`src/rtl/segasys_pkg.sv`:
```
`default_nettype none
// +----------------------------------------------------------------------------+
// | segasys_pkg                                                                |
// | Shared definitions for the Sega system-board sound command path: hand-off |
// | FSM state encoding, default I/O port addresses (also used by the I/O port  |
// | decoder) and the status-byte count saturation helper.                      |
// | Rev 1.0 - initial release                                                  |
// +----------------------------------------------------------------------------+
package segasys_pkg;

  // Mailbox hand-off FSM states
  typedef enum logic [1:0] {
    ST_IDLE    = 2'd0,
    ST_PRESENT = 2'd1,
    ST_GAP     = 2'd2
  } snd_state_e;

  // Default Z80 I/O addresses (CPUAD[7:0])
  localparam logic [7:0] c_SND_PORT_A    = 8'h14;
  localparam logic [7:0] c_SND_PORT_B    = 8'h18;
  localparam logic [7:0] c_SND_STAT_ADDR = 8'h1C;

  // The status byte only has a 4-bit count field; deeper FIFOs report 15
  function automatic logic [3:0] sat_cnt4(input logic [31:0] n);
    return (n > 32'd15) ? 4'hF : n[3:0];
  endfunction

endpackage
`default_nettype wire

```
`src/rtl/segasys_sync_fifo.sv`:
```
`default_nettype none
// +----------------------------------------------------------------------------+
// | segasys_sync_fifo                                                          |
// | Single-clock FIFO, depth 2**AW, inferred register array, unregistered     |
// | read data (rdata_o always shows the head entry).                           |
// | Ports: CLK40M/RESET (async, active-high) clock and reset;                  |
// |        push_i/wdata_i write; pop_i read; rdata_o head entry;               |
// |        full_o/empty_o flags; count_o occupancy 0..2**AW.                   |
// | Rev 1.0 - initial release                                                  |
// +----------------------------------------------------------------------------+
module segasys_sync_fifo
  import segasys_pkg::*;
#(
  parameter int AW = 3,
  parameter int DW = 8
) (
  input  logic          CLK40M,
  input  logic          RESET,
  input  logic          push_i,
  input  logic [DW-1:0] wdata_i,
  input  logic          pop_i,
  output logic [DW-1:0] rdata_o,
  output logic          full_o,
  output logic          empty_o,
  output logic [AW:0]   count_o
);

  localparam int DEPTH = 2 ** AW;

  logic [DW-1:0] mem_q [DEPTH];
  logic [AW:0]   wptr_q, wptr_d;
  logic [AW:0]   rptr_q, rptr_d;
  logic          do_push;
  logic          do_pop;

  // Extra pointer MSB distinguishes full from empty when the low bits match
  assign full_o  = (wptr_q[AW] != rptr_q[AW]) && (wptr_q[AW-1:0] == rptr_q[AW-1:0]);
  assign empty_o = (wptr_q == rptr_q);
  assign count_o = wptr_q - rptr_q;
  assign rdata_o = mem_q[rptr_q[AW-1:0]];

  // A simultaneous pop frees the head slot, so a push while full still lands
  assign do_pop  = pop_i && !empty_o;
  assign do_push = push_i && (!full_o || do_pop);

  always_comb begin
    wptr_d = wptr_q;
    rptr_d = rptr_q;
    if (do_push) wptr_d = wptr_q + 1'b1;
    if (do_pop)  rptr_d = rptr_q + 1'b1;
  end

  always_ff @(posedge CLK40M or posedge RESET) begin
    if (RESET) begin
      wptr_q <= '0;
      rptr_q <= '0;
    end else begin
      wptr_q <= wptr_d;
      rptr_q <= rptr_d;
    end
  end

  // Storage is not reset; the pointers define what is valid
  always_ff @(posedge CLK40M) begin
    if (do_push) mem_q[wptr_q[AW-1:0]] <= wdata_i;
  end

endmodule
`default_nettype wire

```
`src/rtl/segasys_snd_mailbox.sv`:
```
`default_nettype none
// +----------------------------------------------------------------------------+
// | segasys_snd_mailbox                                                        |
// | Main-CPU to sound-CPU command mailbox. Z80 I/O writes to PORT_A/PORT_B are |
// | queued in a FIFO and handed to the sound side one at a time with a        |
// | SNDRQ/SND_ACK handshake (or a 1-cycle SNDRQ strobe when PULSE_MODE=1),     |
// | with HOLDOFF low cycles between commands. A status byte is readable at    |
// | STAT_ADDR.                                                                 |
// | Ports: CLK40M/RESET (async, active-high); CPUAD/CPUDO/CPU_IORQ/CPU_WR/     |
// |        CPU_RD Z80 bus; SND_ACK sound-side consume; SNDRQ/SNDNO command     |
// |        out; STAT_CS status select (combinational); STAT_DO status byte    |
// |        {cnt[3:0], 0, ovf, full, empty}.                                    |
// | Rev 1.0 - initial release                                                  |
// +----------------------------------------------------------------------------+
module segasys_snd_mailbox
  import segasys_pkg::*;
#(
  parameter int         AW         = 3,
  parameter int         DW         = 8,
  parameter logic [7:0] PORT_A     = c_SND_PORT_A,
  parameter logic [7:0] PORT_B     = c_SND_PORT_B,
  parameter logic [7:0] STAT_ADDR  = c_SND_STAT_ADDR,
  parameter int         PULSE_MODE = 0,
  parameter int         HOLDOFF    = 4
) (
  input  logic          CLK40M,
  input  logic          RESET,
  input  logic [7:0]    CPUAD,
  input  logic [DW-1:0] CPUDO,
  input  logic          CPU_IORQ,
  input  logic          CPU_WR,
  input  logic          CPU_RD,
  input  logic          SND_ACK,
  output logic          SNDRQ,
  output logic [DW-1:0] SNDNO,
  output logic          STAT_CS,
  output logic [7:0]    STAT_DO
);

  // The IDLE cycle that pops the next command is itself the last low cycle,
  // so GAP only has to cover HOLDOFF-1 cycles.
  localparam int            HCW         = (HOLDOFF > 2) ? $clog2(HOLDOFF) : 1;
  localparam logic [HCW-1:0] c_HOLD_LAST = HCW'((HOLDOFF > 2) ? (HOLDOFF - 2) : 0);

  snd_state_e     state_q, state_d;
  logic           sndrq_q, sndrq_d;
  logic [DW-1:0]  sndno_q, sndno_d;
  logic [HCW-1:0] hold_q, hold_d;
  logic           ovf_q, ovf_d;
  logic           wr_hit_q;
  logic           rd_sel_q;

  logic           wr_hit;
  logic           push;
  logic           pop;
  logic           rd_sel;
  logic           rd_fall;
  logic [DW-1:0]  head;
  logic           full;
  logic           empty;
  logic [AW:0]    count;

  // Write strobe is held for several clocks; push only on its rising edge
  assign wr_hit  = CPU_IORQ && CPU_WR && ((CPUAD == PORT_A) || (CPUAD == PORT_B));
  assign push    = wr_hit && !wr_hit_q;

  assign STAT_CS = CPU_IORQ && (CPUAD == STAT_ADDR);
  assign rd_sel  = STAT_CS && CPU_RD;
  assign rd_fall = rd_sel_q && !rd_sel;

  segasys_sync_fifo #(
    .AW (AW),
    .DW (DW)
  ) u_fifo (
    .CLK40M  (CLK40M),
    .RESET   (RESET),
    .push_i  (push),
    .wdata_i (CPUDO),
    .pop_i   (pop),
    .rdata_o (head),
    .full_o  (full),
    .empty_o (empty),
    .count_o (count)
  );

  // Overflow only when the push is actually dropped; set beats the read clear
  always_comb begin
    ovf_d = ovf_q;
    if (rd_fall)                ovf_d = 1'b0;
    if (push && full && !pop)   ovf_d = 1'b1;
  end

  always_comb begin
    state_d = state_q;
    sndrq_d = sndrq_q;
    sndno_d = sndno_q;
    hold_d  = hold_q;
    pop     = 1'b0;
    case (state_q)
      ST_IDLE: begin
        if (!empty) begin
          pop     = 1'b1;
          sndno_d = head;
          sndrq_d = 1'b1;
          state_d = ST_PRESENT;
        end
      end
      ST_PRESENT: begin
        if ((PULSE_MODE != 0) || SND_ACK) begin
          sndrq_d = 1'b0;
          hold_d  = '0;
          state_d = (HOLDOFF <= 1) ? ST_IDLE : ST_GAP;
        end
      end
      ST_GAP: begin
        if (hold_q == c_HOLD_LAST) begin
          state_d = ST_IDLE;
        end else begin
          hold_d = hold_q + 1'b1;
        end
      end
      default: begin
        state_d = ST_IDLE;
        sndrq_d = 1'b0;
      end
    endcase
  end

  always_ff @(posedge CLK40M or posedge RESET) begin
    if (RESET) begin
      state_q  <= ST_IDLE;
      sndrq_q  <= 1'b0;
      sndno_q  <= '0;
      hold_q   <= '0;
      ovf_q    <= 1'b0;
      wr_hit_q <= 1'b0;
      rd_sel_q <= 1'b0;
    end else begin
      state_q  <= state_d;
      sndrq_q  <= sndrq_d;
      sndno_q  <= sndno_d;
      hold_q   <= hold_d;
      ovf_q    <= ovf_d;
      wr_hit_q <= wr_hit;
      rd_sel_q <= rd_sel;
    end
  end

  assign SNDRQ   = sndrq_q;
  assign SNDNO   = sndno_q;
  assign STAT_DO = {sat_cnt4(32'(count)), 1'b0, ovf_q, full, empty};

endmodule
`default_nettype wire

```
`config.mk`:
```
export PLATFORM = sky130hd
export DESIGN_NAME = segasys_snd_mailbox
export DESIGN_NICKNAME = d
export VERILOG_FILES = /design/src/rtl/segasys_pkg.sv /design/src/rtl/segasys_sync_fifo.sv /design/src/rtl/segasys_snd_mailbox.sv
export SDC_FILE = /design/constraint.sdc
export NUM_CORES = 1
export LEC_CHECK = 0
export BUFFER_PORTS_ARGS = -buffer_cell sky130_fd_sc_hd__buf_2
export CAP_MARGIN = 20
export CORE_UTILIZATION = 45
export CTS_CLUSTER_SIZE = 24
export DETAILED_ROUTE_END_ITERATION = 8
export MAX_ROUTING_LAYER = met4
export PLACE_DENSITY = 0.77
export SKIP_LAST_GASP = 1
export SLEW_MARGIN = 20
export SYNTH_ARGS = -nofsm -noshare
export SYNTH_HDL_FRONTEND = slang
export SYNTH_HIERARCHICAL = 1
export SYNTH_SLANG_ARGS = --single-unit
```
`constraint.sdc`:
```
create_clock -name CLK40M -period 3.2 [get_ports CLK40M]
set_clock_uncertainty 0.1 [all_clocks]
set_input_delay 0.16 -clock CLK40M [delete_from_list [all_inputs] [get_ports CLK40M]]
set_output_delay 0.16 -clock CLK40M [all_outputs]
set_load 0.005 [all_outputs]
```
==> flow_results.org <==
** Synth
- Among all cell types in the netlist, the one instantiated most often is sky130_fd_sc_hd__edfxtp_1.
- Yosys warnings :: 6
- The biggest area contributor in the post-synthesis netlist is sky130_fd_sc_hd__edfxtp_1.
- Post-synth ARST share :: 0.273
- The commonest cells after synthesis are 64 x sky130_fd_sc_hd__edfxtp_1, 30 x sky130_fd_sc_hd__nand2_1, 24 x sky130_fd_sc_hd__dfrtp_1, 16 x sky130_fd_sc_hd__mux4_2, 16 x sky130_fd_sc_hd__nor2_1.
- A synthesized cell averages 15.8 um2.
- Net count of the mapped netlist :: 267
- Cell Area, Synth :: 0.00376 mm2
- The share of the Yosys chip area taken by registers is 0.671.
- The synthesized design contains 64 enable-type register cells.
- In the post-synthesis netlist, the biggest area contributors are sky130_fd_sc_hd__edfxtp_1 51%, sky130_fd_sc_hd__dfrtp_1 16%, sky130_fd_sc_hd__mux4_2 9.6%.
- Yosys mapped the design onto 41 distinct sky130hd cell types.
- Share of Yosys cell area claimed by the top area cell type :: 0.511
- Synthesis-stage register bit count :: 88
- Post-synthesis cell count :: 238
- Most used flip-flop cell after synthesis :: sky130_fd_sc_hd__edfxtp_1

** Setup path
- Tracing the worst setup path back leads to its startpoint at u_fifo/rptr_q[2]$_DFFE_PP0P_.
- The worst setup path is captured at a register.
- The startpoint identified for the worst register-to-register timing path is u_fifo/rptr_q[2]$_DFFE_PP0P_.
- The setup check on the worst reg-to-reg path leaves a slack of 0.02 ns.
- The number of cells on the worst reg-to-reg path is 9.
- At the worst endpoint, the required time is 3.08 ns.
- Of all nets on the critical path, the largest fanout is 11.
- Worst Path Arrival :: 3.06 ns
- WS Path Type :: register to register
- The endpoint identified for the worst register-to-register timing path is u_fifo/mem_q[5][4]$_DFFE_PP_.
- Critical Path Source Type :: register

** Route
- Dividing the detail-routed via count by the number of cells gives 5.32.
- Routed wire length on met2 :: 3840 um
- Highest metal used :: met4
- For this run, the detailed router's first-pass iteration total came to 4.
- In the final routing, the length of wire on met1 measures 3150 um.
- Remaining antenna violation count :: 0
- Total Routed Length :: 7300 um
- Wire segments on met3 add up to 234 um in the final route.
- Dividing the detail-routed wire length by the instance count gives 18.4 um.
- First DRT Iteration DRCs :: 121
- DRC violation count after routing :: 0
- Total number of vias :: 2105

** Clock tree
- Root Driver :: sky130_fd_sc_hd__clkbuf_8
- Deepest level of the CTS H-tree :: 3
- Counting along the longest clock path gives a buffer depth of 2.
- The clock net in this run drives a total of 88 sinks.
- Clock-pin slew was measured on the worst setup and hold paths at 0.09 ns.
- CTS Buf Count :: 9
- Clk Latency, worst-skew pair :: 0.35 ns
- TritonCTS built the clock tree.
- After clock tree synthesis, the setup repair step added 0 buffers.

** Power
- Overall power consumption after layout is estimated at 3.05 mW.
- Peak supply drop :: 0.320 mV
- Summed over all cells, the static leakage comes to 1.67 nW.
- Power density over cell area :: 703 mW/mm2

** Floorplan
- From bottom edge to top edge, the die measures 93.4 um.
- Die area :: 0.00872 mm2
- The initial utilization of the core area, before any placement, comes to 0.477.
- In this run the standard cell core region covers 0.00789 mm2.
- During I/O placement, the number of pins put on the boundary was 40.
- The initialized floorplan defines 32 standard-cell rows.
- Die Span X :: 93.4 um

** STA
- Worst-case hold slack :: 0.0101 ns
- Final cycle utilization of the critical path :: 0.993
- Post-layout minimum cycle time :: 3.18 ns
- Setup repair after global routing could not meet its margin everywhere.
- The max-slew violation total from the final report was 0.
- Hold violation total from the final report :: 0
- At the pin with the least slew margin, the transition time is 0.935 ns.
- Adding up every negative setup slack in the final design gives 0 ns.
- Measured against its own limit, the worst slew margin works out to 0.374.
- Achievable clock frequency :: 315 MHz
- Setup violations remaining at the end of the flow were counted as 0.

** Finish
- After routing the design area is 0.00434 mm2.
- Final Net Count :: 318
- FILL cells :: 632
- Post-route insts no fill :: 396
- Of the cells placed in the final design, the portion with a size suffix greater than 1 is 0.330.
- Inserted Diodes :: 0
- From synthesis to final layout, the design area changed by 15.5%.

** Min path
- Origin of the worst min-delay path :: CPUDO[1]
- WHS Path Cells :: 1
- Worst Hold Class :: primary input to register
- The path with the worst hold slack has its endpoint at u_fifo/mem_q[5][1]$_DFFE_PP_.

** GRT
- GRT Util Overall :: 0.196
- Summed over all layers, the global routing overflow is 0.
- Antenna violations before repair :: 0
- Entering global routing, the biggest net connects 21 pins.
- Number of global-route vias before repair :: 2214
- Wire length of the first global-routing pass :: 12000 um

** Job
- MaxCap Viol Count :: 0

** Placed design
- At the end of routability-driven placement, the weighted congestion stood at 0.860.
- Once detailed placement completed, the half-perimeter wirelength came to 5150 um.
- Buffers on Ports :: 38
- Once placement finished, the instance area stood at 0.00406 mm2.
- Including well taps, the total number of placed cells is 374.

** Run status
- The flow ran to the end, and the final reports show no timing, DRC or antenna violations.
where the power goes:
group | switching (mW) | internal [mW] | leakage (nW)
logic | 0.401 | 0.435 | 0.676
clock network | 0.381 | 0.444 | 0.111
registers | 0.0749 | 1.32 | 0.883
layer usage:
metal,GRT usage,up-vias
li1,-,971
met3,0.0415,6
met1,0.245,1090
met5,-,-
met4,0.0603,0
met2,0.323,38
worst max path at each step:
stage	end	cells after the start
floorplan	u_fifo/mem_q[2][0]$_DFFE_PP_	9
global placement	u_fifo/mem_q[4][2]$_DFFE_PP_	9
detailed placement	u_fifo/mem_q[4][2]$_DFFE_PP_	9
CTS	u_fifo/mem_q[4][0]$_DFFE_PP_	9
global route	u_fifo/mem_q[5][3]$_DFFE_PP_	9
finish	u_fifo/mem_q[5][4]$_DFFE_PP_	9
sequential cells by signal, indices dropped and copies added (netlist names):
name,cells
ovf_q,1
wr_hit_q,1
u_fifo/rptr_q,4
u_fifo/mem_q,64
u_fifo/wptr_q,4
state_q,2
SNDNO,8
rd_sel_q,1
hold_q,2
SNDRQ,1
timing repair:
item                                    CTS  global route
hold buffers                              6             0
hold endpoints to repair                 27             0
gates resized for setup                   0             1
endpoints found under the setup margin    0            32
cells by family (layout without fill, tap and decap cells):
logic type / Yosys count / in the layout / synth area share
xor gates and xnor gates: 11 / 11 / 0.0276
other: 1 / 1 / 0.000998
adders and majority gates: 7 / 7 / 0.0253
and+or+nand+nor: 66 / 66 / 0.0876
AOI/OAI and AO/OA: 12 / 12 / 0.0240
muxes: 26 / 26 / 0.127
DFF: 88 / 88 / 0.671
buffers and inverters: 27 / 83 / 0.0366
critical path, cell delays in order, from the launching register on:
cell                      delay (ns)
sky130_fd_sc_hd__dfrtp_1        0.55
sky130_fd_sc_hd__inv_2          0.16
sky130_fd_sc_hd__ha_1           0.35
sky130_fd_sc_hd__nand3_1        0.13
sky130_fd_sc_hd__nor2_1         0.11
sky130_fd_sc_hd__nor3_4         0.16
sky130_fd_sc_hd__buf_4          0.23
sky130_fd_sc_hd__or3_4          0.17
sky130_fd_sc_hd__nand3_1        0.22
sky130_fd_sc_hd__nor2_1         0.64
metrics by stage:
| stage | utilization | worst slack, ns |
|---|---|---|
| 2_1_floorplan | - | 0.138 |
| 6_report | 0.551 | 0.0238 |
| 3_3_place_gp | 0.514 | 0.246 |
| 5_1_grt | 0.551 | -0.183 |
| 3_5_place_dp | 0.514 | 0.0676 |
| 4_1_cts | 0.550 | 0.0601 |
cell usage in the layout, fill, tap and decap left out, types with 2 or more instances in the layout:
master and n:
sky130_fd_sc_hd__xnor2_1 6, sky130_fd_sc_hd__bufinv_16 2, sky130_fd_sc_hd__edfxtp_1 64, sky130_fd_sc_hd__xor2_1 4, sky130_fd_sc_hd__buf_2 38, sky130_fd_sc_hd__dfrtp_1 24
sky130_fd_sc_hd__nor3_2 2, sky130_fd_sc_hd__o21ai_0 2, sky130_fd_sc_hd__mux2_2 9, sky130_fd_sc_hd__nand3b_1 2, sky130_fd_sc_hd__dlygate4sd3_1 6, sky130_fd_sc_hd__nor4b_1 2
sky130_fd_sc_hd__clkbuf_8 9, sky130_fd_sc_hd__mux4_2 16, sky130_fd_sc_hd__a211oi_1 2, sky130_fd_sc_hd__clkinv_4 2, sky130_fd_sc_hd__nand3_1 5, sky130_fd_sc_hd__a21oi_1 2
sky130_fd_sc_hd__nor2_1 15, sky130_fd_sc_hd__buf_4 7, sky130_fd_sc_hd__nand2_1 30, sky130_fd_sc_hd__ha_1 6, sky130_fd_sc_hd__inv_1 15
cell type report:
class	instances	area, um2	share of cell area
Sequential cell	88	2520	0.581
Multi-Input combinational cell	123	1110	0.256
Timing Repair Buffer	51	303	0.0697
Clock buffer	10	128	0.0294
Tap cell	102	128	0.0294
Clock inverter	6	91.3	0.0210
Inverter	16	60.1	0.0138
No activity file was read; power rests on OpenSTA's default activity.
